===== src/rtl/apb_bridge_pkg.sv =====
// apb_bridge_pkg: shared state encoding, response codes and helpers for the
// APB-to-register bridge.
package apb_bridge_pkg;

  localparam int STATE_W = 2;

  typedef enum logic [STATE_W-1:0] {
    ST_IDLE = 2'd0,
    ST_REQ  = 2'd1,
    ST_WAIT = 2'd2,
    ST_RESP = 2'd3
  } state_e;

  // Response codes; anything other than RESP_OKAY is reported as PSLVERR.
  typedef logic [2:0] resp_t;
  localparam resp_t RESP_OKAY  = 3'd0;
  localparam resp_t ERR_DECODE = 3'd1;
  localparam resp_t ERR_RO     = 3'd2;
  localparam resp_t ERR_SLAVE  = 3'd3;
  localparam resp_t ERR_TMO    = 3'd4;

  // Width of a register index; at least one bit even for a single register.
  function automatic int idx_width(input int n);
    return (n > 1) ? $clog2(n) : 1;
  endfunction

endpackage


===== src/rtl/apb_reg_decode.sv =====
// apb_reg_decode: combinational APB address -> register index decode.
// hit  : word-aligned address inside the NREG-word window at BASE_ADDR
// index: register number (valid only with hit)
// ro   : register is marked read-only in RO_MASK (valid only with hit)
module apb_reg_decode #(
  parameter int              AWIDTH    = 8,
  parameter int              NREG      = 6,
  parameter logic [31:0]     BASE_ADDR = 32'h0,
  parameter logic [NREG-1:0] RO_MASK   = '0,
  parameter int              IW        = 3
) (
  input  logic [AWIDTH-1:0] addr,
  output logic              hit,
  output logic [IW-1:0]     index,
  output logic              ro
);

  // Word offset from the window base; wraps for addresses below the base,
  // which then fall outside the window.
  logic [AWIDTH-3:0] word;

  assign word  = addr[AWIDTH-1:2] - BASE_ADDR[AWIDTH-1:2];
  assign hit   = (addr[1:0] == 2'b00) && (32'(word) < 32'(NREG));
  assign index = word[IW-1:0];
  assign ro    = hit && RO_MASK[index];

endmodule


===== src/rtl/apb_reg_bridge.sv =====
// apb_reg_bridge: APB slave that decodes NREG word registers and hands each
// access to a register file as a one-cycle request pulse, completing the APB
// transfer once the register file acks.
// Optional feature: define APB_TIMEOUT_EN to terminate unacked accesses with
// PSLVERR after TMO_CYCLES cycles; without it WAIT lasts until ack or abort.
//
// state   | meaning
// --------+-------------------------------------------------------------
// IDLE    | waiting for an APB setup phase; decode captured on entry out
// REQ     | single-cycle rreq_o/wreq_o pulse; a same-cycle ack is allowed
// WAIT    | request issued, waiting for the matching ack (or timeout)
// RESP    | apb_ready_o high for one cycle with apb_err_o/apb_rdata_o
module apb_reg_bridge
  import apb_bridge_pkg::*;
#(
  parameter int              AWIDTH     = 8,
  parameter int              DWIDTH     = 32,
  parameter int              NREG       = 6,
  parameter logic [31:0]     BASE_ADDR  = 32'h0,
  parameter logic [NREG-1:0] RO_MASK    = '0,
  parameter int              TMO_CYCLES = 16
) (
  input  logic                clk,
  input  logic                rst,
  input  logic [AWIDTH-1:0]   apb_addr_i,
  input  logic                apb_sel_i,
  input  logic                apb_en_i,
  input  logic                apb_wr_i,
  input  logic [DWIDTH-1:0]   apb_wdata_i,
  input  logic [DWIDTH/8-1:0] apb_strb_i,
  output logic [DWIDTH-1:0]   apb_rdata_o,
  output logic                apb_ready_o,
  output logic                apb_err_o,
  output logic [NREG-1:0]     rreq_o,
  input  logic [DWIDTH-1:0]   rdat_i,
  input  logic                rack_i,
  input  logic                rerr_i,
  output logic [NREG-1:0]     wreq_o,
  output logic [DWIDTH-1:0]   wdat_o,
  output logic [DWIDTH/8-1:0] wstr_o,
  input  logic                wack_i,
  input  logic                werr_i
);

  localparam int              IW  = idx_width(NREG);
  localparam logic [NREG-1:0] ONE = NREG'(1);

  state_e              state_q, state_nxt;
  resp_t               resp_q, resp_nxt;
  logic [DWIDTH-1:0]   rdata_nxt;
  logic                dec_hit, dec_ro;
  logic [IW-1:0]       dec_idx;
  logic                wr_q;
  logic                load_setup;
  logic                ack, ack_err;
  logic                tmo_hit;

  apb_reg_decode #(
    .AWIDTH   (AWIDTH),
    .NREG     (NREG),
    .BASE_ADDR(BASE_ADDR),
    .RO_MASK  (RO_MASK),
    .IW       (IW)
  ) u_decode (
    .addr (apb_addr_i),
    .hit  (dec_hit),
    .index(dec_idx),
    .ro   (dec_ro)
  );

  // Only the ack matching the captured direction completes a transfer.
  assign ack     = wr_q ? wack_i : rack_i;
  assign ack_err = wr_q ? werr_i : rerr_i;

  // resp_q is OKAY outside RESP, so PSLVERR is only ever seen with PREADY.
  assign apb_err_o = (resp_q != RESP_OKAY);

`ifdef APB_TIMEOUT_EN
  localparam int CW = $clog2(TMO_CYCLES + 1);
  logic [CW-1:0] tmo_cnt_q;

  // Counts unacked REQ/WAIT cycles; restarted by every accepted setup phase.
  always_ff @(posedge clk) begin
    if (rst) begin
      tmo_cnt_q <= '0;
    end else if (load_setup) begin
      tmo_cnt_q <= '0;
    end else if ((state_q == ST_REQ || state_q == ST_WAIT) && !ack) begin
      tmo_cnt_q <= tmo_cnt_q + 1'b1;
    end
  end

  // Fires in the cycle whose missing ack brings the count to TMO_CYCLES.
  assign tmo_hit = (tmo_cnt_q == CW'(TMO_CYCLES - 1));
`else
  assign tmo_hit = 1'b0;
`endif

  // Next-state, response code and read data selection.
  always_comb begin
    state_nxt  = state_q;
    resp_nxt   = RESP_OKAY;
    rdata_nxt  = apb_rdata_o;
    load_setup = 1'b0;
    unique case (state_q)
      ST_IDLE: begin
        if (apb_sel_i && !apb_en_i) begin
          load_setup = 1'b1;
          if (!dec_hit) begin
            state_nxt = ST_RESP;
            resp_nxt  = ERR_DECODE;
            rdata_nxt = '0;
          end else if (apb_wr_i && dec_ro) begin
            state_nxt = ST_RESP;
            resp_nxt  = ERR_RO;
            rdata_nxt = '0;
          end else begin
            state_nxt = ST_REQ;
          end
        end
      end
      ST_REQ, ST_WAIT: begin
        if (!apb_sel_i) begin
          state_nxt = ST_IDLE;
        end else if (ack) begin
          state_nxt = ST_RESP;
          resp_nxt  = ack_err ? ERR_SLAVE : RESP_OKAY;
          rdata_nxt = (!wr_q && !ack_err) ? rdat_i : '0;
        end else if (tmo_hit) begin
          state_nxt = ST_RESP;
          resp_nxt  = ERR_TMO;
          rdata_nxt = '0;
        end else begin
          state_nxt = ST_WAIT;
        end
      end
      ST_RESP: state_nxt = ST_IDLE;
      default: state_nxt = ST_IDLE;
    endcase
  end

  // State, captured access and registered APB/register-file outputs.
  always_ff @(posedge clk) begin
    if (rst) begin
      state_q     <= ST_IDLE;
      resp_q      <= RESP_OKAY;
      wr_q        <= 1'b0;
      wdat_o      <= '0;
      wstr_o      <= '0;
      apb_ready_o <= 1'b0;
      apb_rdata_o <= '0;
      rreq_o      <= '0;
      wreq_o      <= '0;
    end else begin
      state_q     <= state_nxt;
      resp_q      <= resp_nxt;
      apb_ready_o <= (state_nxt == ST_RESP);
      apb_rdata_o <= rdata_nxt;
      if (load_setup) begin
        wr_q   <= apb_wr_i;
        wdat_o <= apb_wdata_i;
        wstr_o <= apb_strb_i;
      end
      // REQ is only entered from IDLE, so the live decode is the one to pulse.
      rreq_o <= (state_nxt == ST_REQ && !apb_wr_i) ? (ONE << dec_idx) : '0;
      wreq_o <= (state_nxt == ST_REQ &&  apb_wr_i) ? (ONE << dec_idx) : '0;
    end
  end

endmodule


===== config.mk =====
export PLATFORM = sky130hd
export DESIGN_NAME = apb_reg_bridge
export DESIGN_NICKNAME = d
export VERILOG_FILES = /design/src/rtl/apb_bridge_pkg.sv /design/src/rtl/apb_reg_decode.sv /design/src/rtl/apb_reg_bridge.sv
export SDC_FILE = /design/constraint.sdc
export NUM_CORES = 1
export LEC_CHECK = 0
export ABC_AREA = 0
export CORE_UTILIZATION = 44
export CTS_BUF_LIST = sky130_fd_sc_hd__clkbuf_4
export DETAILED_ROUTE_END_ITERATION = 10
export GPL_ROUTABILITY_DRIVEN = 0
export PLACE_DENSITY_LB_ADDON = 0.05
export SYNTH_ARGS = -nofsm -noshare
export SYNTH_HDL_FRONTEND = slang
export SYNTH_SLANG_ARGS = --single-unit

===== constraint.sdc =====
create_clock -name clk -period 3.4 [get_ports clk]
set_input_delay 0.34 -clock clk [delete_from_list [all_inputs] [get_ports clk]]
set_output_delay 0.34 -clock clk [all_outputs]
set_load 0.02 [all_outputs]

Word level (Yosys, flattened, before mapping). Memory sizes are Yosys's and may differ from the RTL's. Cells that the tools add are included.

Reductions and logical operators: 19. Bitwise operators: 2. Mux-type cells: 25. Shifts and indexed selects: 1. Equality and inequality tests: 9. Magnitude comparators: 2.

Operator list (count): $mux 32 (6); $pmux 32 s2 (1); $mux 2 (10); $logic_and 1x1->1 (7); $eq 2x2->1 const B (3); $lt 6x3->1 const B (1); $mux 1 (6); $ne 2x2->1 const B (3); $pmux 2 s3 (1); $pmux 3 s2 (1); $reduce_or 2->1 (3); $shl 1x3->6 const A (1); $reduce_and 5->1 (1); $eq 2x1->1 const B (2); $logic_not 1->1 (4); $logic_not 2->1 (2); $lt 3x4->1 const B (1); $ne 3x3->1 const B (1); $reduce_bool 3->1 (1); $not 1->1 (2); $reduce_bool 2->1 (1).

Input port bits: 85. Bits in registers: 87. Bits in read-only memories: 8. Output and inout port bits: 82. Logic and storage cells: 68. Memories: 1.

Memories: (no name shown) (depth 8, bits a word 1, rd ports 1, clocked after Yosys merged registers in 0, write ports 0, line apb_reg_decode.sv:25) `assign ro = hit && RO_MASK[index];`.

Depth between registers and ports, before layout.
Depth in word-level cells: 12. Depth in mapped cells: 8. Gate-level depth less buffers: 6.

Hierarchy. Synthesis repeated with hierarchy kept, for this count alone.

Cell total of the unflattened synthesis: 319. Area, all modules: 3080.5 sq um.

Modules (own cells, without submodules): apb_reg_bridge (times used 1, cells each 312, area an instance 3025.4 sq um, seq. area each 1721.7 sq um); apb_reg_decode (times used 1, cells each 7, area an instance 55.1 sq um, seq. area each 0.0 sq um).

Least setup slack after synthesis. Ideal clock, no wire load.

Path type: register to register. Start: register state_q[0]. End: register apb_rdata_o[22]. Stages on the path, launching flop included: 7. Clock period less this slack: 1799 ps. Data required time: 3312 ps. Data arrival time: 1711 ps. Path buffers: 1. Library setup time: 88 ps. Setup slack: 1601 ps. Path through: dfxtp_1 > inv_1 > ha_1 > nor4b_1 > clkbuf_1 > nand3_1 > o32ai_2.

Cells in the longest elaborated chain, start to end: 4.

Ends and longest elaborated chain: start, declared (line apb_reg_bridge.sv:48) `state_e state_q, state_nxt;`; start signal, assigned (line apb_reg_bridge.sv:155) `state_q <= state_nxt;`; $eq 2x1->1 / $eq 2x2->1 (equally long branches) (line apb_reg_bridge.sv:105) `unique case (state_q)`; $reduce_or 2->1 (line apb_reg_bridge.sv:105); $ne 2x2->1 (no source line) / $reduce_bool 2->1 (equally long branches); $reduce_and 5->1 (no source line); end signal, assigned (line apb_reg_bridge.sv:158) `apb_rdata_o <= rdata_nxt;`; end, declared (line apb_reg_bridge.sv:31) `output logic [DWIDTH-1:0] apb_rdata_o,`.

Several ways; a longest one is shown, not always the timed one. A chain may end at the register's enable or synchronous reset.

Worst setup path after layout.
Start: register state_q[0]. End: register rreq_o[1].

Cells in the longest elaborated chain, start to end: 7.

Ends and longest elaborated chain: $eq 2x1->1 / $eq 2x2->1 (equally long branches) (line apb_reg_bridge.sv:105); $reduce_or 2->1 (line apb_reg_bridge.sv:105); $pmux 2 s3 * (line apb_reg_bridge.sv:105); $eq 2x1->1 * (line apb_reg_bridge.sv:165) `rreq_o <= (state_nxt == ST_REQ && !apb_wr_i) ? (ONE << dec_idx) : '0;`; $logic_and 1x1->1 * (line apb_reg_bridge.sv:165); $not 1->1 (no source line) *; $reduce_or 2->1 (no source line) *; end signal, assigned (line apb_reg_bridge.sv:165); end, declared (line apb_reg_bridge.sv:34) `output logic [NREG-1:0] rreq_o,`.

Mark *: on every way between the ends. The rest lies on a longest branch, timed or not.

==> results.json <==
{
  "power.net_switching_uw": 725.3,
  "place_ws_ps": 780.5,
  "synth_seq_area_share_pct": 53.19,
  "end_kind": "register",
  "ant_nets": 0,
  "ios": 167,
  "die_h_um": 87.77,
  "synth-simple-area-share_pct": 19.98,
  "instances_no_fill": 630,
  "num_rows": 30,
  "cts.sinks": 86,
  "overflow": 0,
  "numPortBuffers": 166,
  "synth_top_family_by_area": "simple AND/OR/NAND/NOR gates",
  "dp.cells": 615,
  "worst_ep_arrival_time_ps": 2550,
  "clk_pin_slew_ps": 130,
  "cp.required_ps": 3700,
  "fp.dieArea_sq_mm": 0.007704,
  "p_leak_nw": 1.720,
  "worstPathMaxFanout": 12,
  "antenna_found_initial": 0,
  "grt_max_degree": 48,
  "drt_iter0_markers": 180,
  "tightest_slew_ps": 603.6,
  "synth_cells": 375,
  "cts_hold_buf": 0,
  "status": "complete, no violations",
  "slowest_stage": "nand4_1",
  "dp_hpwl_um": 6173,
  "cts_buffers": 9,
  "utilization_pct": 73.66,
  "synthAdderAreaFrac_pct": 0.7731,
  "cts_tree": "yes",
  "setup_violations": 0,
  "finalMaxSlewViolations": 0,
  "layout_common_cells": "clkdlybuf4s50_1, dfxtp_1, nand2_1",
  "route.detailed.drc": 0,
  "pwr-share-seq_pct": 44.8,
  "n_antenna_cell": 0,
  "swShare_pct": 29.65,
  "die_w_um": 87.77,
  "syn_nets": 462,
  "num_vias": 3210,
  "clk_path_buf_depth": 2,
  "synthArstFlopShare_pct": 0,
  "netlist_area_sq_mm": 0.003237,
  "critPathMaxStageDelay_ps": 510,
  "layout_commonest_cell": "clkdlybuf4s50_1",
  "area_growth_pct": 58.02,
  "max-cap-violations": 0,
  "nNetsFinal": 617,
  "hp-class": "reg -> reg",
  "rsz0062_at_grt": "false",
  "period_minus_slack_ps": 2251,
  "critPathBufInv": 1,
  "timing.critical_path.cells": "inv_1, ha_1, and3b_1, o41ai_1, nand4_1, nor4_1",
  "first_pass_iters": 6,
  "vdd.ir_drop.worst_uv": 243.8,
  "min_period_over_period_pct": 66.21,
  "cts_resized": 0,
  "synthXorXnorAreaFrac_pct": 0,
  "hold_ws_ps": 462.4,
  "yosysWarnings": 0,
  "ys_seq_elements": 86,
  "gr-usage-all-layers_pct": 22.49,
  "grt_pass1_vias": 2888,
  "synth_ff_type": "dfxtp_1",
  "grt_pass1_wl_um": 13470,
  "clkLatencyLatePin_ps": 400,
  "path_class": "reg -> reg",
  "final_layout_size_suffix_gt1_share_pct": 5.431,
  "core_sq_mm": 0.006944,
  "ctsHtreeMaxLevel": 3,
  "max_freq_mhz": 444.2,
  "internal_power_mw": 1.721,
  "route.detailed.wl_per_inst_um": 14.10,
  "routed_wirelength_um": 8880,
  "tns_ps": 0,
  "setup_slack_ps": 1149,
  "combPwrFrac_pct": 26.7,
  "viasPerCell": 5.095,
  "ys_types": 33,
  "start_util_pct": 46.61,
  "synth_area_per_cell_sq_um": 8.632,
  "synthMuxAreaShare_pct": 0.6185,
  "cp-start-kind": "register",
  "synth_compound_area_share_pct": 17.01,
  "final_hold_viol_count": 0,
  "slew_headroom_pct": 59.76,
  "cts_setup_buffers": 0,
  "fin_skew_ps": 15.27,
  "p_per_area_mw_per_mm2": 478.3,
  "p_clk_share_pct": 28.5,
  "path_delay_family": "simple AND/OR/NAND/NOR gates",
  "synth_edf_count": 0,
  "clockRootBuffer": "clkbuf_4"
}
worst paths after layout:
kind                           from                      to  slack (ps)  depth (start not counted)
max           state_q[0]$_SDFF_PP0_    rreq_o[1]$_SDFF_PP0_        1150                          6
min          wdat_o[0]$_SDFFE_PP0P_  wdat_o[0]$_SDFFE_PP0P_         460                          2
max reg2reg   state_q[0]$_SDFF_PP0_    rreq_o[1]$_SDFF_PP0_        1150                          6
min reg2reg  wdat_o[0]$_SDFFE_PP0P_  wdat_o[0]$_SDFFE_PP0P_         460                          2
cells by family (layout without fill, tap and decap cells):
kind of cell	after synthesis	in the layout
mux	2	2
fa+ha+maj	2	2
flops	86	86
compound gates	77	77
simple gates	143	143
buf+inv	65	224
routing by layer:
metal	up-vias	track usage (%)	part of all wire (%)
met5	-	0	0
met4	0	8.197	1.4
met3	10	6.503	6.6
met2	108	37.07	48
met1	1491	27.98	44
li1	1601	-	-
through the flow:
step / area (sq um) / power [mW]
3_5_place_dp: 4941 / 1.772
4_1_cts: 5115 / 2.464
3_3_place_gp: 4941 / 1.765
6_report: 5115 / 2.446
5_1_grt: 5115 / 2.562
2_1_floorplan: 3237 / 1.502
synth_stat cells, types with 2 or more instances:
master | count | area share, %
nor2_1 | 6 | 0.70
inv_1 | 36 | 4.2
nor4_1 | 8 | 1.5
nand3_1 | 33 | 5.1
o32ai_2 | 2 | 1.0
a21oi_1 | 38 | 5.9
buf_6 | 3 | 1.0
nor3_1 | 6 | 0.93
nand2_1 | 77 | 8.9
dfxtp_1 | 86 | 53
buf_2 | 5 | 0.77
buf_1 | 3 | 0.35
ha_1 | 2 | 0.77
clkbuf_1 | 18 | 2.1
nand2b_1 | 4 | 0.77
o32ai_1 | 30 | 8.1
mux2i_1 | 2 | 0.62
cell type report:
type / instances / area, sq um
inverters: 36 / 135.1
clock inverters: 5 / 98.84
clock buffers: 10 / 75.07
flip-flops and latches: 86 / 1722
fillers: 545 / 1829
multi-input cells: 224 / 1255
repair buffers: 173 / 1709
well taps: 96 / 120.1
flip-flops by register name (all words and copies together) (netlist names):
name         count
apb_ready_o      1
resp_q           2
wstr_o           4
apb_rdata_o     32
state_q          2
wr_q             1
wdat_o          32
rreq_o           6
wreq_o           6
power by group through the flow:
stage	clock network (mW)	registers [mW]	logic [mW]
floorplan	0	1.18	0.321
global placement	0	1.12	0.649
detailed placement	0	1.12	0.653
CTS	0.713	1.10	0.655
global route	0.753	1.10	0.705
finish	0.697	1.10	0.653
worst register-to-register path, stage by stage (launching register included):
cell and delay [ps]:
dfxtp_1 350, inv_1 70, ha_1 300, and3b_1 350, o41ai_1 150, nand4_1 510
nor4_1 440
Power figures use the tool's default switching activity.
